### src/rtl/sema_slot_arbiter.sv
// Round-robin arbiter granting one-bit writes into a shared semaphore slot; holds
// off every producer until the consumer drains the slot and flags a stuck consumer.
module sema_slot_arbiter #(
   parameter int N_REQ   = 4,
   parameter int TMO_CYC = 16
) (
   input  logic                     clk_s,
   input  logic                     rstn_s,
   input  logic [N_REQ-1:0]         req_valid_s,
   input  logic [N_REQ-1:0]         req_data_s,
   output logic [N_REQ-1:0]         req_ready_s,
   output logic                     arb_write_s,
   output logic                     arb_data_s,
   input  logic                     slot_empty_s,
   output logic [$clog2(N_REQ)-1:0] grant_id_s,
   output logic                     busy_s,
   output logic                     err_tmo_s
);

   localparam int IDW = $clog2(N_REQ);
   // A zero threshold disables the timeout, but the counter still needs one bit.
   localparam int TW  = (TMO_CYC > 0) ? $clog2(TMO_CYC + 1) : 1;

   typedef enum logic [1:0] {
      IDLE   = 2'd0,
      WRITE  = 2'd1,
      FILLED = 2'd2,
      DRAIN  = 2'd3
   } state_t;

   state_t           state_q;
   logic [IDW-1:0]   last_q;
   logic [IDW-1:0]   grant_q;
   logic             data_q;
   logic             write_q;
   logic [N_REQ-1:0] ready_q;
   logic [TW-1:0]    cnt_q;
   logic             err_q;

   logic [IDW:0]     win_d;
   logic             win_vld_d;
   logic [IDW-1:0]   win_idx_d;
   logic [TW-1:0]    cnt_d;

   // Scan from the farthest candidate to the nearest so the nearest valid after
   // last wins; last itself is considered only when nobody else is pending.
   function automatic logic [IDW:0] rr_pick(input logic [N_REQ-1:0] vld,
                                            input logic [IDW-1:0]   last);
      logic [IDW:0]   res;
      logic [IDW-1:0] idx_t;
      int             idx;
      res = '0;
      for (int i = N_REQ; i >= 1; i--) begin
         idx   = (int'(last) + i) % N_REQ;
         idx_t = IDW'(idx);
         if (vld[idx_t]) res = {1'b1, idx_t};
      end
      return res;
   endfunction

   function automatic logic [TW-1:0] sat_inc(input logic [TW-1:0] c);
      if (c == TW'(TMO_CYC)) return c;
      return c + TW'(1);
   endfunction

   assign win_d     = rr_pick(req_valid_s, last_q);
   assign win_vld_d = win_d[IDW];
   assign win_idx_d = win_d[IDW-1:0];
   assign cnt_d     = sat_inc(cnt_q);

   always_ff @(posedge clk_s or negedge rstn_s) begin
      if (!rstn_s) begin
         state_q <= IDLE;
         last_q  <= IDW'(N_REQ - 1);
         grant_q <= '0;
         data_q  <= 1'b0;
         write_q <= 1'b0;
         ready_q <= '0;
         cnt_q   <= '0;
         err_q   <= 1'b0;
      end else begin
         case (state_q)
            IDLE: begin
               // Only an empty slot may be written; this is the no-overwrite guard.
               if (slot_empty_s && win_vld_d) begin
                  state_q <= WRITE;
                  grant_q <= win_idx_d;
                  last_q  <= win_idx_d;
                  data_q  <= req_data_s[win_idx_d];
                  write_q <= 1'b1;
                  ready_q <= N_REQ'(1) << win_idx_d;
               end
            end
            WRITE: begin
               write_q <= 1'b0;
               ready_q <= '0;
               state_q <= FILLED;
            end
            FILLED: begin
               if (!slot_empty_s) begin
                  state_q <= DRAIN;
                  cnt_q   <= '0;
               end
            end
            DRAIN: begin
               if (slot_empty_s) begin
                  state_q <= IDLE;
               end else if (TMO_CYC != 0) begin
                  cnt_q <= cnt_d;
                  if (cnt_d == TW'(TMO_CYC)) err_q <= 1'b1;
               end
            end
            default: state_q <= IDLE;
         endcase
      end
   end

   assign req_ready_s = ready_q;
   assign arb_write_s = write_q;
   assign arb_data_s  = data_q;
   assign grant_id_s  = grant_q;
   assign busy_s      = (state_q != IDLE);
   assign err_tmo_s   = err_q;

endmodule
### config.mk
export PLATFORM = sky130hd
export DESIGN_NAME = sema_slot_arbiter
export DESIGN_NICKNAME = d
export VERILOG_FILES = /design/src/rtl/sema_slot_arbiter.sv
export SDC_FILE = /design/constraint.sdc
export NUM_CORES = 1
export LEC_CHECK = 0
export ABC_AREA = 0
export CORE_UTILIZATION = 35
export DETAILED_ROUTE_END_ITERATION = 6
export PLACE_DENSITY = 0.57
export SYNTH_ARGS = -nofsm -noshare
export SYNTH_HDL_FRONTEND = slang
export SYNTH_SLANG_ARGS = --single-unit
### constraint.sdc
create_clock -name clk_s -period 2.1 [get_ports clk_s]
set_input_delay 0.63 -clock clk_s [delete_from_list [all_inputs] [get_ports clk_s]]
set_output_delay 0.63 -clock clk_s [all_outputs]
set_load 0.03 [all_outputs]
# [After elaboration in Yosys (flattened, before gate mapping)]
# Cells that the tools add are included.
[totals] latchBits=0 ff_bits=18 romBits=0 memories=0 ram_bits=0
[op_classes] mux=28 div_mod_pow=0 order_cmp=5 multipliers=0 shifts=1 reduce_logical=10 n_bitwise=1 addsub=5 n_eq_ne=9
[ops] op="$mux W5" n=4
[ops] op="$lt A2 B3 Y1 const B" n=5
[ops] op="$mux W3" n=4
[ops] op="$bmux W1 S2" n=5
[ops] op="$eq A5 B5 Y1 const B" n=2
[ops] op="$pmux W5 S2" n=1
[ops] op="$reduce_and A3 Y1" n=3
[ops] op="$ne A2 B2 Y1 const B" n=4
[ops] op="$pmux W2 S4" n=1
[ops] op="$pmux W4 S2" n=1
[ops] op="$mux W1" n=7
[ops] op="$mux W2" n=3
[ops] op="$reduce_bool A2 Y1" n=3
[ops] op="$add A5 B1 Y5 const B" n=1
[ops] op="$add A2 B1 Y2 const B" n=2
[ops] op="$add A2 B2 Y2 const B" n=2
[ops] op="$eq A2 B2 Y1 const B" n=2
[ops] op="$mux W4" n=1
[ops] op="$reduce_and A2 Y1" n=2
[ops] op="$shl A1 B2 Y4 const A" n=1
[ops] op="$eq A2 B1 Y1 const B" n=1
[ops] op="$logic_not A2 Y1" n=1
[ops] op="$pmux W1 S2" n=1
[ops] op="$logic_and A1 B1 Y1" n=1
[ops] op="$not A1 Y1" n=1

# [Logic depth before layout (Yosys ltp)]
[logic_depth] word_depth=10 mapped_depth=7 depth_no_buf=6

# [Least setup slack after synthesis]
# OpenSTA, ideal clock, no wires.
[synth_timing] kind="input to register" start="input req_valid_s[2]" end="register state_q[1]" arrival_ps=1759 path_slack_ps=214 required_ps=1973 cell_stages=5 setup_time_ps=127 path_cell_list="o41ai_4 -> o21a_1 -> nor2_1 -> nor2_2 -> mux2_1"
[synth_between] elab_chain_len=9
[synth_lines] element="from (decl)" line="9" source="input logic [N_REQ-1:0] req_valid_s,"
[synth_lines] element="$bmux W1 S2" line="56" source="if (vld[idx_t]) res = {1'b1, idx_t};"
[synth_lines] element="$mux W1 (not written as such)" line="56"
[synth_lines] element="$mux W3 (3 in a row)" line="56"
[synth_lines] element="$mux W3 *" line="56"
[synth_lines] element="$logic_and A1 B1 Y1 *" line="85" source="if (slot_empty_s && win_vld_d) begin"
[synth_lines] element="$ne A2 B2 Y1 (no line) *"
[synth_lines] element="$reduce_and A3 Y1 (no line) *"
[synth_lines] element="to (signal assigned)" line="86" source="state_q <= WRITE;"
[synth_lines] element="to (signal assigned)" line="97" source="state_q <= FILLED;"
[synth_lines] element="to (signal assigned)" line="101" source="state_q <= DRAIN;"
[synth_lines] element="to (decl)" line="31" source="state_t state_q;"
# Every way passes the cells marked *; elsewhere a longest branch is shown, timed or not. The select of a mux whose other input is x is not followed.
# A chain may end at the register's enable or synchronous reset.

# [Worst setup path after layout]
[layout_timing] start="register ready_q[3], in the netlist req_ready_s[3]" end="output req_ready_s[3]"
[layout_lines] element="from (decl)" line="36" source="logic [N_REQ-1:0] ready_q;"
[layout_lines] element="from (signal assigned)" line="91" source="ready_q <= N_REQ'(1) << win_idx_d;"
[layout_lines] element="to (decl)" line="11" source="output logic [N_REQ-1:0] req_ready_s,"
# No word-level cell between the ends.

==> run metrics <==
Worst Setup Start Kind flop; first-pass GRT wire length 4.16 mm; post-synth top area share 35.6%; Ports 21; most numerous cell in the Yosys netlist dfrtp_1; post-route setup slack 84.6 ps; total core area 3050 um2; worst slew pin tran 410 ps; Netlist cell types 40; main combinational cell family by area after synthesis compound AO/OA/AOI/OAI gates; HPWL after detailed placement 1.91 mm; Psw 750 uW; GR Overflow Total 0; post_cts resized 0; peak fanout along the critical path 3; Post-Layout Cell Count 193; RSZ-0062 raised after global routing false; Mean Syn Cell Area 10.1 um2; layout cells sized above 1 20.8%; IO Port Bufs 20; crit-path leading delay family buffers and inverters; P&R area growth vs syn 35.8%; Synth area leader dfrtp_1; GRT Total Usage 16.0%; worst hold start err_tmo_s$_DFFE_PN0P_; Synth top cells by count dfrtp_1 (16), nand2_1 (11), o21ai_0 (8); final hold vios 0; number of synthesized flops with an enable pin 0; sequential cell area fraction in the yosys report 40.2%; TritonCTS sink count 18; Max H-tree Level 1; clock buffer count from CTS 3; Critical Path AT 1390 ps; synth warn 0; Pwr Density 1180 nW/um2; crit path time final 2020 ps; dpl ws -256 ps; type of the worst min-delay path reg2reg; hold_buf cts 0; Max Root-Sink Buffers 2; Worst-Skew Late Latency 290 ps; Vias 952; cells along the critical path clkdlybuf4s50_1; slew margin rel. 72.6%; Syn Std Cell Area 1130 um2; Starting Density 36.9%; clock-pin transition on the worst setup and hold timing paths 110 ps; die height 58.7 um; Post-DRT Antenna Nets 0; largest net degree at the start of global routing 19; post-synthesis cell count 112; die area 3450 um2; P_int 1.05 mW; share of total power in combinational logic 55.4%; per-cell routed wire length 13.1 um; Worst R2R Start cnt_q[0]$_DFFE_PN0P_; worst vdd ir 0.000568 V; CTS tree yes; die width 58.7 um; Synth Area in Compound Gates 25.2%; Seq pwr share 32.6%; drt total wl 2.53 mm; Final Wtd Congestion 0.823; router iterations before antenna repair 4; Cells after DPL 189; fillers 313; vias in the first global route 899; final period utilization 96.0%; adder-cell share of the synthesized area 7.78%; Main synth FF type dfrtp_1; mux contribution to synthesized area 4.56%; Max-cap violations 0; Post-Synth Simple-Gate Area 16.3%; total setup buffers inserted after CTS 0; Setup-failing EPs final 0; Switching Share 41.6%; status complete, no violations; Worst Setup SP req_ready_s[3]$_DFFE_PN0P_; crit path kind reg2out; Slowest-stage cell, CP clkdlybuf4s50_1; CTS root buffer clkbuf_4; row count 20; initial antenna violation count 0; fmax 496 MHz; Synth Net Count 130; CP required 1470 ps; n_diodes 0; critical path buffer and inverter count 1; number of synthesized register bits 18; Pins Over Slew Limit 0; vias per inst 4.93; DRC Markers 0; Pleak 0.709 nW; Async SR Flop Fraction 100%; crit end category primary output; Synth Area in XOR/XNOR 2.33%; Clock Power Share 12.0%; Worst path max stage delay 690 ps; final net count 168; DRT iter0 DRCs 42; synth top area cells dfrtp_1 (36%), ha_1 (7.8%), dfstp_2 (4.7%), a22o_1 (4.7%), nand2_1 (3.7%); Layout Skew 7.17 ps
## cells in the final DEF, fill, tap and decap left out, drive strengths merged, types with 6 or more instances in the layout
master	n
a21o	6
o21ai	8
ha	7
nor2	8
inv	7
nand2	11
dfrtp	16
a22o	6
buf	17
clkdlybuf4s50	19
## path summary, 6_finish.rpt
| path | end | slack (ps) | cells after the start |
|---|---|---|---|
| min in group asynchronous | arb_data_s$_DFFE_PN0P_ | 660 | 2 |
| max in group asynchronous | last_q[0]$_DFFE_PN1P_ | 1180 | 2 |
| hold reg to reg | err_tmo_s$_DFFE_PN0P_ | 460 | 1 |
| setup / recovery | req_ready_s[3] | 80 | 1 |
| setup reg to reg | err_tmo_s$_DFFE_PN0P_ | 440 | 5 |
| hold / removal | err_tmo_s$_DFFE_PN0P_ | 460 | 1 |
## logic make-up after synthesis
family          Yosys count
simple gates             35
compound gates           34
flops                    18
buf+inv                  10
fa+ha+maj                 7
mux                       5
xor+xnor                  3
## power groups by stage
stage	Clock, mW	Combinational (mW)	Sequential (mW)
floorplan	0	0.537	0.669
global placement	0	0.977	0.594
detailed placement	0	0.993	0.597
CTS	0.231	0.997	0.589
global route	0.239	1.10	0.610
finish	0.217	1.00	0.588
## area by class of cell
type / instances / area (um2) / area share (%)
inverters: 7 / 26.3 / 1.72
repair buffers: 36 / 318 / 20.8
multi-input cells: 84 / 641 / 41.9
well taps: 44 / 55.1 / 3.60
clock buffers: 4 / 36.3 / 2.37
flip-flops and latches: 18 / 453 / 29.6
## registers in the layout, indices dropped and copies added (netlist names)
register and cells:
cnt_q 5, req_ready_s 4, grant_id_s 2, last_q 2, state_q 2, arb_data_s 1
arb_write_s 1, err_tmo_s 1
## stage by stage
stage | instance area, um2 | setup TNS [ps] | util (%) | hold slack (ps) | power (mW)
after floorplan | 1130 | 0 | - | 334 | 1.21
after global placement | 1490 | -1580 | 48.6 | 437 | 1.57
after detailed placement | 1490 | -2060 | 48.6 | 446 | 1.59
after CTS | 1520 | 0 | 49.8 | 472 | 1.82
after global routing | 1530 | 0 | 50.1 | 485 | 1.95
final | 1530 | 0 | 50.1 | 463 | 1.81
## routing by layer
metal  part of all wire [%]  wire, um  vias to the layer above  track usage [%]
met3                    2.0        51                        4             1.98
li1                       -         -                      481                -
met4                    1.5        38                        0             7.14
met1                     51      1300                      455             23.7
met2                     45      1140                       12             23.4
met5                      0         0                        -                0
Note: power is estimated with default switching activity, not from simulation.
